--- src/rtl/reset_sequencer.sv ---
// rtl/reset_sequencer.sv - staggered multi-domain reset release from PLL lock; optional soft reset via RESET_SEQ_SOFT_RST_EN
module reset_sequencer #(
    parameter int N_DOMAINS      = 3,
    parameter int SYNC_STAGES    = 2,
    parameter int HOLD_CYCLES    = 16,
    parameter int STAGGER_CYCLES = 4,
`ifdef RESET_SEQ_SOFT_RST_EN
    parameter int DEBOUNCE_CYCLES = 1024,
`endif
    parameter int CNT_W          = 8
) (
    input  logic                 clk,
    input  logic                 reset,
    input  logic                 locked_async,
`ifdef RESET_SEQ_SOFT_RST_EN
    input  logic                 soft_rst_req,
`endif
    output logic [N_DOMAINS-1:0] rst_out,
    output logic                 ready,
    output logic [1:0]           state,
    output logic [CNT_W-1:0]     lock_lost_cnt
);

    localparam int HW = (HOLD_CYCLES > 1) ? $clog2(HOLD_CYCLES) : 1;
    localparam int SW = (STAGGER_CYCLES > 1) ? $clog2(STAGGER_CYCLES) : 1;

    typedef enum logic [1:0] {
        WAIT_LOCK = 2'd0,
        HOLD      = 2'd1,
        RELEASE   = 2'd2,
        RUN       = 2'd3
    } state_t;

    state_t                 cur, nxt;
    logic [SYNC_STAGES-1:0] lock_sync;
    logic                   lock_s;
    logic                   soft_trig;
    logic [HW-1:0]          hold_cnt, hold_d;
    logic [SW-1:0]          stag_cnt, stag_d;
    logic [N_DOMAINS-1:0]   rst_d, rst_shift;
    logic                   ready_d;
    logic [CNT_W-1:0]       cnt_d;
    logic                   hold_done, stag_done;

    assign state     = cur;
    assign lock_s    = lock_sync[SYNC_STAGES-1];
    assign hold_done = (hold_cnt == HW'(HOLD_CYCLES - 1));
    assign stag_done = (stag_cnt == SW'(STAGGER_CYCLES - 1));
    // Released domains form a contiguous run of zeros from bit 0, so a left
    // shift clears exactly the next domain in order.
    assign rst_shift = rst_out << 1;

    always_ff @(posedge clk or posedge reset) begin
        if (reset) lock_sync <= '0;
        else       lock_sync <= {lock_sync[SYNC_STAGES-2:0], locked_async};
    end

`ifdef RESET_SEQ_SOFT_RST_EN
    localparam int DBW = (DEBOUNCE_CYCLES > 1) ? $clog2(DEBOUNCE_CYCLES) : 1;

    logic [SYNC_STAGES-1:0] soft_sync;
    logic                   soft_s;
    logic [DBW-1:0]         deb_cnt;
    logic                   armed;

    assign soft_s    = soft_sync[SYNC_STAGES-1];
    assign soft_trig = soft_s && armed && (deb_cnt == DBW'(DEBOUNCE_CYCLES - 1));

    // One trigger per press: disarmed after firing until the input is seen low.
    always_ff @(posedge clk or posedge reset) begin
        if (reset) begin
            soft_sync <= '0;
            deb_cnt   <= '0;
            armed     <= 1'b1;
        end else begin
            soft_sync <= {soft_sync[SYNC_STAGES-2:0], soft_rst_req};
            if (!soft_s) begin
                deb_cnt <= '0;
                armed   <= 1'b1;
            end else if (soft_trig) begin
                deb_cnt <= '0;
                armed   <= 1'b0;
            end else if (armed) begin
                deb_cnt <= deb_cnt + 1'b1;
            end
        end
    end
`else
    assign soft_trig = 1'b0;
`endif

    always_ff @(posedge clk or posedge reset) begin
        if (reset) cur <= WAIT_LOCK;
        else       cur <= nxt;
    end

    always_comb begin
        nxt = cur;
        case (cur)
            WAIT_LOCK: if (lock_s) nxt = HOLD;
            HOLD: begin
                if (!lock_s)        nxt = WAIT_LOCK;
                else if (hold_done) nxt = (N_DOMAINS == 1) ? RUN : RELEASE;
            end
            RELEASE: begin
                if (!lock_s || soft_trig)             nxt = WAIT_LOCK;
                else if (stag_done && rst_shift == '0) nxt = RUN;
            end
            RUN:     if (!lock_s || soft_trig) nxt = WAIT_LOCK;
            default: nxt = WAIT_LOCK;
        endcase
    end

    always_comb begin
        rst_d   = rst_out;
        ready_d = ready;
        hold_d  = hold_cnt;
        stag_d  = stag_cnt;
        cnt_d   = lock_lost_cnt;
        case (cur)
            WAIT_LOCK: begin
                rst_d   = '1;
                ready_d = 1'b0;
                hold_d  = '0;
            end
            HOLD: begin
                if (!lock_s) begin
                    hold_d = '0;
                end else begin
                    hold_d = hold_cnt + 1'b1;
                    if (hold_done) begin
                        rst_d   = rst_shift;
                        ready_d = (N_DOMAINS == 1);
                        stag_d  = '0;
                    end
                end
            end
            RELEASE, RUN: begin
                // Lock loss takes priority over a coincident soft trigger.
                if (!lock_s) begin
                    rst_d   = '1;
                    ready_d = 1'b0;
                    if (lock_lost_cnt != '1) cnt_d = lock_lost_cnt + 1'b1;
                end else if (soft_trig) begin
                    rst_d   = '1;
                    ready_d = 1'b0;
                end else if (cur == RELEASE) begin
                    if (stag_done) begin
                        stag_d  = '0;
                        rst_d   = rst_shift;
                        ready_d = (rst_shift == '0);
                    end else begin
                        stag_d = stag_cnt + 1'b1;
                    end
                end
            end
            default: ;
        endcase
    end

    always_ff @(posedge clk or posedge reset) begin
        if (reset) begin
            rst_out       <= '1;
            ready         <= 1'b0;
            hold_cnt      <= '0;
            stag_cnt      <= '0;
            lock_lost_cnt <= '0;
        end else begin
            rst_out       <= rst_d;
            ready         <= ready_d;
            hold_cnt      <= hold_d;
            stag_cnt      <= stag_d;
            lock_lost_cnt <= cnt_d;
        end
    end

endmodule

--- config.mk ---
export PLATFORM = sky130hd
export DESIGN_NAME = reset_sequencer
export DESIGN_NICKNAME = d
export VERILOG_FILES = /design/src/rtl/reset_sequencer.sv
export SDC_FILE = /design/constraint.sdc
export NUM_CORES = 1
export LEC_CHECK = 0
export ABC_AREA = 1
export CAP_MARGIN = 20
export CORE_MARGIN = 10
export CORE_UTILIZATION = 25
export CTS_BUF_LIST = sky130_fd_sc_hd__clkbuf_8
export CTS_CLUSTER_DIAMETER = 100
export DETAILED_ROUTE_END_ITERATION = 6
export PLACE_DENSITY = 0.4
export SYNTH_ARGS = -nofsm -noshare
export SYNTH_HDL_FRONTEND = slang
export SYNTH_SLANG_ARGS = --single-unit
--- constraint.sdc ---
create_clock -name clk -period 2.9 [get_ports clk]
set_clock_uncertainty 0.1 [all_clocks]
set_input_delay 0.58 -clock clk [delete_from_list [all_inputs] [get_ports clk]]
set_output_delay 0.58 -clock clk [all_outputs]
set_load 0.02 [all_outputs]
* Word-level counts from Yosys, hierarchy flattened
Cells that the tools add are included.
** Cells by class
- $lt $le $gt $ge :: 0
- $add $sub $neg :: 3
- Mux-type cells :: 27
- Multiply operators :: 0
- Shifts and indexed selects :: 0
- Reduce and logical (&&, ||, !) cells :: 10
- Equal/unequal tests :: 16
- Bitwise gates (word level) :: 1
- Div/mod/pow operators :: 0
** Operators with widths (count)
- 2-bit 2-to-1 mux :: 11
- 3-bit 2-to-1 mux :: 5
- 2-bit != test, second input constant :: 6
- 3-bit != test, second input constant :: 4
- 3-bit one-hot mux with 3 select lines :: 1
- 8-bit by 1-bit adder with 8-bit output, second input constant :: 1
- 8-bit != test, second input constant :: 1
- 2-bit one-hot mux with 4 select lines :: 1
- 4-bit one-hot mux with 2 select lines :: 1
- 4-bit AND reduction :: 2
- 2-bit equality test, second input constant :: 3
- 1-bit 2-to-1 mux :: 5
- 5-bit AND reduction :: 1
- 4-bit by 1-bit adder with 4-bit output, second input constant :: 1
- 4-bit equality test, second input constant :: 1
- 4-bit 2-to-1 mux :: 1
- 2-bit one-hot mux with 2 select lines :: 1
- 2-bit nonzero test :: 2
- 3-bit logical NOT :: 1
- 1-bit one-hot mux with 3 select lines :: 1
- 3-bit AND reduction :: 1
- 2-bit by 1-bit adder with 2-bit output, second input constant :: 1
- 2-bit by 1-bit equality test with 1-bit output, second input constant :: 1
- 2-bit logical NOT :: 1
- other kinds (3) :: 3
** Storage, ports and cells
- Register bits :: 22
- ROM bits :: 0
- Word-level logic and storage cells :: 64
- RAM bits :: 0
- Input bits :: 3
- Bits in latches :: 0
- Memories kept :: 0
- Output and inout bits :: 14

* Logic depth before layout (Yosys ltp)
Gate-level depths: netlist of the first run.
- Word-level depth :: 5
- Gate-level depth with buffers :: 8
- Gate-level depth less buffers :: 8

* Worst setup path before layout of the first run
Ideal clock, no wire load.
- Path kind :: register -> register
- Start point :: reg cur[0], in the netlist state[0]
- End point :: reg stag_cnt[0]
- Path slack :: 1250 ps
- Clock period less this slack :: 1650 ps
- Arrival time :: 1433 ps
- Library setup time :: 116 ps
- Stages on the path, launching flop included :: 9
- Required time :: 2684 ps
- Path buffers :: 0
- Path through :: dfrtp_1 > inv_1 > ha_1 > nor2_2 > nor2_4 > nor2_1 > nand2_1 > nand2_1 > nand2_1
** On the way
- Longest elaborated chain between the ends :: 4
- Elaborated cells between the ends (all ways) :: 11
- Classes of those cells :: 7 x eq/ne; 1 x mux; 3 x reduce/logical
** Ends and longest elaborated chain
- start, declared :: RTL line 34 : state_t cur, nxt;
- start signal, assigned :: RTL line 94 : else cur <= nxt;
- 2-bit equality test, on equally long branches :: RTL line 120, 147
- 2-bit OR reduction :: RTL line 120 : case (cur)
- 2-bit != test (no source line) / 2-bit nonzero test (equally long branches)
- 5-bit AND reduction (no source line)
- end signal, assigned :: RTL line 172 : stag_cnt <= stag_d;
- end, declared :: RTL line 39 : logic [SW-1:0] stag_cnt, stag_d;
Parallel ways exist; a longest one is shown, timed or not.
A chain may end at the register's enable or synchronous reset.

* Final worst setup path of the first run
- Start point :: reg rst_out[0]
- End point :: out rst_out[0]
** RTL lines
- start, declared :: RTL line 18 : output logic [N_DOMAINS-1:0] rst_out,
- start signal, assigned :: RTL line 169 : rst_out <= rst_d;
No word-level cell between the ends.

==> impl_metrics.json, run 1 <==
{
  "place_ws_ps": 1060,
  "fin_setup_tns_ps": 0,
  "n_fill_cell": 562,
  "seq_area_frac_synth": 0.424,
  "grt_pass1_wl_mm": 5.60,
  "cp_slowest_cell": "clkdlybuf4s50_1",
  "async_flop_share": 1.00,
  "coreArea_um2": 5070,
  "area_growth_pct": 24.4,
  "timing.final.crit_period_ps": 2130,
  "drive_gt1_frac": 0.111,
  "pin_count": 17,
  "n_antenna_cell": 0,
  "dr_total_vias": 1125,
  "gp_congestion": 0.836,
  "slew_headroom": 0.754,
  "cts.repair.resized": 0,
  "clockRootBuffer": "clkbuf_8",
  "synthCells": 170,
  "timing.hold.ws_ps": 259,
  "grt_pass1_vias": 1261,
  "antenna_found_initial": 0,
  "fmax_ghz": 0.471,
  "layout_commonest_cell": "nand2_1",
  "final_cell_mix": "68 x nand2_1, 19 x dfrtp_1, 16 x inv_1, 16 x clkdlybuf4s50_1, 14 x nand3_1",
  "yosys_warnings": 0,
  "clock_latency_ps": 270,
  "synth.distinct_cells": 24,
  "clockBufferDepth": 2,
  "postRouteAntennaNets": 0,
  "setup_slack_ps": 775,
  "multi_input_area_um2": 674,
  "synth_edf_count": 0,
  "synth_seq_cells": 22,
  "crit_path_end_kind": "output pin",
  "wl_per_cell_um": 11.6,
  "grt_remaining_overflow": 0,
  "synth_flop_cell": "dfrtp_1",
  "viasPerCell": 4.33,
  "drc_errors": 0,
  "cp.arrival_ps": 1450,
  "drtIter0Drc": 45,
  "num_rows": 26,
  "synth.avg_cell_area_um2": 7.69,
  "start_util": 0.258,
  "dieArea_um2": 8520,
  "required_ps": 2220,
  "regArea_um2": 554,
  "dpl_cell_area_um2": 1560,
  "post_cts_buffers": 0,
  "power.density_nw_per_um2": 885,
  "drt-total-wl_mm": 3.02,
  "setup_viol": 0,
  "dp.cells": 256,
  "critPathMaxFanout": 5,
  "start_kind": "flip-flop",
  "min_path_type": "flip-flop to flip-flop",
  "clkTransAtPathRegs_ps": 90,
  "final_cells": 260,
  "die_h_um": 92.3,
  "worst_slew_pin_slew_ps": 369,
  "grt_start_max_net_pins": 23,
  "crit_type": "flip-flop to output pin",
  "fin_crit_sh": 0.733,
  "ctsHoldBuffers": 0,
  "cts_made_buffers": 3,
  "rsz0062_at_grt": "no",
  "htreeDepth": 1,
  "crit_buf_inv": 1,
  "status": "finished, final reports clean",
  "slew_violations": 0,
  "fin_nets": 202,
  "worstPathCellList": "clkdlybuf4s50_1",
  "vdd_drop_max_uv": 381,
  "finalHoldViolCount": 0,
  "synth_nets": 181,
  "p_leak_uw": 0.000764,
  "syn_area_um2": 1310,
  "cap_violations": 0,
  "port_buffers": 16,
  "cp_top_family": "buffers and inverters",
  "cpPeakStageDelay_ps": 610,
  "cts_tree": "done",
  "hpwl_mm": 2.29,
  "die_x_um": 92.3,
  "dr.pass1.iters": 4,
  "grt_util_all_layers": 0.0787,
  "final_cell_area_um2": 1630,
  "cts_num_sinks": 22
}
-- report_power, final --
group          internal, µW  total, µW  switching [µW]  leakage (µW)
Clock                   184        293             108     0.0000357
Sequential              400        489            88.8      0.000285
Combinational           263        658             395      0.000443
-- synth_stat cells (3+ instances only) --
cell type  instances  area, µm²
inv_2              3       11.3
inv_1             16       60.1
nand2_1           68        255
nor2_1            10       37.5
nand2_2            3       18.8
ha_1               8        100
nand3_1           14       70.1
nand4_1            4       25.0
dfstp_2            3       78.8
nand3_2            3       30.0
o21ai_0            4       20.0
dfrtp_1           19        475
-- worst paths after layout --
kind                         startpoint            to  slack, ps  cells after the start
hold / removal             lock_sync[0]  lock_sync[1]        260                      0
min in group asynchronous         reset  lock_sync[0]        540                      3
hold reg to reg            lock_sync[0]  lock_sync[1]        260                      0
setup reg to reg               state[0]   stag_cnt[1]       1190                      8
max in group asynchronous         reset    rst_out[0]       1870                      3
setup / recovery             rst_out[0]    rst_out[0]        770                      1
-- worst register-to-register path: stages, from the launching register on --
cell	delay [ps]
dfrtp_1	430
inv_1	110
ha_1	260
nor2_2	220
nor2_4	80
nor2_1	180
nand2_1	90
nand2_1	70
nand2_1	50
-- area by class of cell --
cell class	count	area share
flip-flops and latches	22	0.341
clock buffers	3	0.0254
repair buffers	17	0.103
multi-input cells	128	0.415
clock inverters	1	0.0185
well taps	70	0.0538
inverters	19	0.0438
-- metrics by stage --
step                power [µW]  utilization
finish                    1440        0.321
global route              1590        0.321
CTS                       1460        0.321
detailed placement        1160        0.306
global placement          1130        0.306
floorplan                  931            -
-- sequential cells by signal, indices dropped and copies added (netlist names) --
name	flops
rst_out	3
stag_cnt	2
ready	1
lock_lost_cnt	8
hold_cnt	4
state	2
lock_sync	2
-- logic make-up (layout without fill, tap and decap cells) --
kind of cell	after synthesis	after routing	share of synthesized area
buf+inv	20	40	0.0603
compound gates	8	8	0.0421
flops	22	22	0.424
simple gates	108	108	0.370
fa+ha+maj	8	8	0.0766
xor+xnor	4	4	0.0268
-- routing by layer --
| metal | wire length [µm] | up-vias | GRT usage |
|---|---|---|---|
| met5 | 0 | - | 0 |
| met4 | 23 | 0 | 0.0334 |
| li1 | - | 578 | - |
| met1 | 1370 | 531 | 0.0872 |
| met3 | 211 | 2 | 0.0307 |
| met2 | 1410 | 14 | 0.132 |
No activity file was read; power rests on OpenSTA's default activity.
==> run 2: changes to the inputs <==
- clock period: 2.9 -> 2 ns (I/O delays scaled with it)
==> run 2 against run 1 <==
  * Utilization rose by 0.099 points
  * Sequential power rose by 45%
  * Sequential cell count did not move
  * Sequential share of layout area fell by 0.10 points
  * Total power rose by 45%
  * Global-route usage fell by 0.26 points
  * Design area rose by 0.31%
  * Cell count did not move
  * Highest routed layer unchanged
  * Routed wire length fell by 2.5%
  * Critical path depth did not move
  * First-iteration DRC count fell by 27%
==> impl_metrics.json, run 2 (same netlist as run 1, synthesis figures left out) <==
{
  "status": "finished, final reports clean",
  "cts_tree": "done",
  "postRouteAntennaNets": 0,
  "netSwitchingPower_uw": 857,
  "clock_latency_ps": 260,
  "cp_slowest_cell": "clkdlybuf4s50_1",
  "crit_path_end_kind": "output pin",
  "met3_usage": 0.0307,
  "final_cell_area_um2": 1630,
  "cp.arrival_ps": 1450,
  "largest_register_ffs": 8,
  "switching_share": 0.411,
  "p_int_uw": 1230,
  "startpoint": "rst_out[0]",
  "layout_commonest_cell": "nand2_1",
  "cap_violations": 0,
  "slew_violations": 0,
  "drt-total-wl_mm": 2.94,
  "p_seq_frac": 0.340,
  "timing.hold.ws_ps": 254,
  "p_leak_uw": 0.000773,
  "clockBufferDepth": 2,
  "fin_nets": 202,
  "die_x_um": 92.3,
  "cp_top_family": "buffers and inverters",
  "grt.met2_usage": 0.126,
  "rr_worst_depth": 8,
  "timing.final.crit_period_ps": 1950,
  "cts_num_sinks": 22,
  "grt_util_all_layers": 0.0761,
  "r2r_end": "stag_cnt[0]",
  "multi_input_area_um2": 677,
  "drive_gt1_frac": 0.116,
  "hpwl_mm": 2.23,
  "cts_made_buffers": 3,
  "final_cell_mix": "68 x nand2_1, 19 x dfrtp_1, 16 x inv_1",
  "port_buffers": 16,
  "coreArea_um2": 5070,
  "dr_total_vias": 1103,
  "power.density_nw_per_um2": 1280,
  "wl_per_cell_um": 11.3,
  "grt_pass1_vias": 1222,
  "n_antenna_cell": 0,
  "viasPerCell": 4.24,
  "dr.pass1.iters": 4,
  "fin_setup_tns_ps": 0,
  "p_comb_frac": 0.456,
  "cp.depth": 1,
  "setup_viol": 0,
  "slew_headroom": 0.742,
  "fmax_ghz": 0.512,
  "top_usage_layer": "met2",
  "n_fill_cell": 539,
  "pin_count": 17,
  "clockRootBuffer": "clkbuf_8",
  "top_register": "lock_lost_cnt",
  "start_util": 0.258,
  "min_path_type": "flip-flop to flip-flop",
  "dieArea_um2": 8520,
  "antenna_found_initial": 0,
  "num_rows": 26,
  "die_h_um": 92.3,
  "worstPathCellList": "clkdlybuf4s50_1",
  "reg2reg_slack_ps": 300,
  "clkTransAtPathRegs_ps": 90,
  "start_kind": "flip-flop",
  "fin_crit_sh": 0.976,
  "crit_buf_inv": 1,
  "worst_slew_pin_slew_ps": 386,
  "grt_use_met1": 0.0846,
  "critPathMaxFanout": 5,
  "dpl_cell_area_um2": 1560,
  "drtIter0Drc": 33,
  "reg2reg_from": "state[0]",
  "crit_type": "flip-flop to output pin",
  "power.total_uw": 2080,
  "reg_top3": "lock_lost_cnt: 8 flops, hold_cnt: 4 flops, rst_out: 3 flops",
  "p_clk_frac": 0.205,
  "htreeDepth": 1,
  "gp_congestion": 0.798,
  "grt_remaining_overflow": 0,
  "rsz0062_at_grt": "no",
  "regArea_um2": 554,
  "finalHoldViolCount": 0,
  "cpPeakStageDelay_ps": 620,
  "grt_pass1_wl_mm": 5.43,
  "grt_start_max_net_pins": 23,
  "vdd_drop_max_uv": 421,
  "drc_errors": 0,
  "worstSetupEndpoint": "rst_out[0]",
  "required_ps": 1500,
  "hold_depth": 0,
  "area_growth_pct": 24.8
}
run 2: cell count changes in the layout (fill, tap and decap cells not counted), sizes merged:
cell | before | now
dlymetal6s2s | 0 | 1
clkdlybuf4s50 | 16 | 15
run 2: repair_timing:
action | 4_1_cts | 5_1_grt
setup buffers | 0 | 0
hold buffers | 0 | 0
resized for setup | 0 | 2
setup endpoints to repair | 0 | 2
run 2: worst min path at each step:
stage                      start           end  slack [ps]
floorplan           lock_sync[0]  lock_sync[1]         230
global placement    lock_sync[0]  lock_sync[1]         240
detailed placement  lock_sync[0]  lock_sync[1]         240
CTS                 lock_sync[0]  lock_sync[1]         260
global route        lock_sync[0]  lock_sync[1]         270
finish              lock_sync[0]  lock_sync[1]         250
run 2: area by class of cell:
type	count	area share
sequential	22	0.340
tap	70	0.0537
clock buffer	3	0.0253
inverter	19	0.0437
timing repair buffer	17	0.104
clock inverter	1	0.0184
multi-input combinational	128	0.415
run 2: power by group through the flow:
stage               sequential [µW]  combinational (µW)  clock, µW
floorplan                       785                 565          0
global placement                705                 940          0
detailed placement              716                 959          0
CTS                             709                 963        443
global route                    729                1100        461
finish                          708                 950        427
run 2: metrics by stage:
| stage | cells | utilization | setup WS [ps] |
|---|---|---|---|
| floorplan | 170 | - | 350 |
| global placement | 256 | 0.306 | 338 |
| detailed placement | 256 | 0.306 | 253 |
| CTS | 260 | 0.321 | 34.6 |
| global route | 260 | 0.321 | 3.05 |
| finish | 260 | 0.321 | 47.5 |
run 2: layer usage:
metal / vias to the layer above / wire length (µm)
met1: 506 / 1340
met3: 2 / 212
li1: 577 / -
met2: 18 / 1370
met5: - / 0
met4: 0 / 25
==> run 3: changes to the inputs <==
- CORE_UTILIZATION: 25 -> 56
- PLACE_DENSITY: 0.4 -> 0.79
- TNS_END_PERCENT: default -> 50
==> run 3 against run 2 <==
  * Total power fell by 7.0%
  * Design area fell by 5.1%
  * Sequential cell count unchanged
  * Non-clock buffer count unchanged
  * Sequential share of layout area is 1.8 points higher
  * Cell count down 16%
  * Register-to-register slack lost 20 ps
  * Die area shrank 45%
  * Setup slack better by 19 ps
==> impl_metrics.json, run 3 (same netlist as run 1, synthesis figures left out) <==
{
  "status": "finished, final reports clean",
  "power.density_nw_per_um2": 1250,
  "timing.final.crit_period_ps": 1930,
  "clkTransAtPathRegs_ps": 80,
  "post_cts_buffers": 0,
  "cap_violations": 0,
  "r2r_end": "stag_cnt[0]",
  "vdd_drop_max_uv": 912,
  "top_register": "lock_lost_cnt",
  "slew_headroom": 0.757,
  "grt_remaining_overflow": 0,
  "reg2reg_from": "state[0]",
  "hold_start": "lock_sync[0]",
  "start_kind": "flip-flop",
  "required_ps": 1500,
  "postRouteAntennaNets": 0,
  "die_x_um": 68.3,
  "drt-total-wl_mm": 2.75,
  "cts_num_sinks": 22,
  "layout_commonest_cell": "nand2_1",
  "p_leak_uw": 0.000755,
  "cp_top_family": "buffers and inverters",
  "htreeDepth": 1,
  "n_antenna_cell": 0,
  "wl_per_cell_um": 12.6,
  "viasPerCell": 5.33,
  "fin_nets": 202,
  "fin_setup_tns_ps": 0,
  "min_path_type": "flip-flop to flip-flop",
  "hold_depth": 0,
  "grt_util_all_layers": 0.130,
  "regArea_um2": 554,
  "fmax_ghz": 0.517,
  "dp.cells": 214,
  "cts_made_buffers": 3,
  "gp_congestion": 0.840,
  "worst_slew_pin_slew_ps": 364,
  "grt_start_max_net_pins": 23,
  "rr_worst_depth": 8,
  "antenna_found_initial": 0,
  "cts_tree": "done",
  "cts.repair.resized": 0,
  "crit_type": "flip-flop to output pin",
  "worstHoldEndpoint": "lock_sync[1]",
  "crit_path_end_kind": "output pin",
  "cp_slowest_cell": "clkdlybuf4s50_1",
  "rsz0062_at_grt": "no",
  "dieArea_um2": 4670,
  "num_rows": 17,
  "final_cell_mix": "68 x nand2_1, 19 x dfrtp_1, 17 x inv_1",
  "n_fill_cell": 196,
  "fin_util": 0.700,
  "drc_errors": 0,
  "coreArea_um2": 2210,
  "start_util": 0.591,
  "fin_crit_sh": 0.967,
  "clockRootBuffer": "clkbuf_8",
  "port_buffers": 16,
  "slew_violations": 0,
  "setup_viol": 0,
  "clock_latency_ps": 260,
  "drtIter0Drc": 111,
  "cp.arrival_ps": 1430,
  "dr_total_vias": 1161,
  "grt_pass1_wl_mm": 4.73,
  "pin_count": 17,
  "ctsHoldBuffers": 0,
  "hpwl_mm": 2.14,
  "die_h_um": 68.3,
  "cpPeakStageDelay_ps": 610,
  "area_growth_pct": 18.4,
  "largest_register_ffs": 8,
  "critPathMaxFanout": 5,
  "finalHoldViolCount": 0,
  "worstPathCellList": "clkdlybuf4s50_1",
  "final_cells": 218,
  "drive_gt1_frac": 0.105,
  "grt_pass1_vias": 1142,
  "crit_buf_inv": 1,
  "reg2reg_slack_ps": 280,
  "dr.pass1.iters": 5,
  "multi_input_area_um2": 674,
  "reg_top3": "lock_lost_cnt: 8 flops, hold_cnt: 4 flops, rst_out: 3 flops",
  "clockBufferDepth": 2
}
-- run 3: power by group --
group	total [µW]	switching (µW)	leakage (µW)	internal, µW
combinational	960	580	0.000443	380
sequential	703	123	0.000285	580
clock	275	138	0.0000269	137
total	1940	842	0.000755	1100
-- run 3: metal layers --
| layer | share of wire | routed length, µm | global-route usage |
|---|---|---|---|
| met3 | 0.052 | 144 | 0.0261 |
| met2 | 0.50 | 1360 | 0.231 |
| met5 | 0 | 0 | 0 |
| met1 | 0.43 | 1170 | 0.138 |
| met4 | 0.025 | 69 | 0.0754 |
-- run 3: worst max path at each step --
stage	startpoint	end	slack [ps]	cells after the start
floorplan	state[0]	stag_cnt[0]	350	8
global placement	rst_out[1]	rst_out[1]	360	1
detailed placement	state[0]	stag_cnt[0]	310	8
CTS	rst_out[0]	rst_out[0]	50	1
global route	rst_out[0]	rst_out[0]	20	1
finish	rst_out[0]	rst_out[0]	70	1
-- run 3: cell type report --
class / count / share of cell area
Sequential cell: 22 / 0.358
Timing Repair Buffer: 17 / 0.108
Multi-Input combinational cell: 128 / 0.436
Clock buffer: 3 / 0.0267
Tap cell: 28 / 0.0226
Inverter: 19 / 0.0461
Clock inverter: 1 / 0.00243
-- run 3: metrics by stage --
stage	hold WS [ps]	cell area (µm²)	setup WS, ps	power (µW)
after global routing	294	1550	20.2	2110
after CTS	280	1550	49.5	1950
after floorplan	231	1310	350	1350
final	274	1550	66.2	1940
after detailed placement	261	1500	312	1670
after global placement	235	1500	356	1620
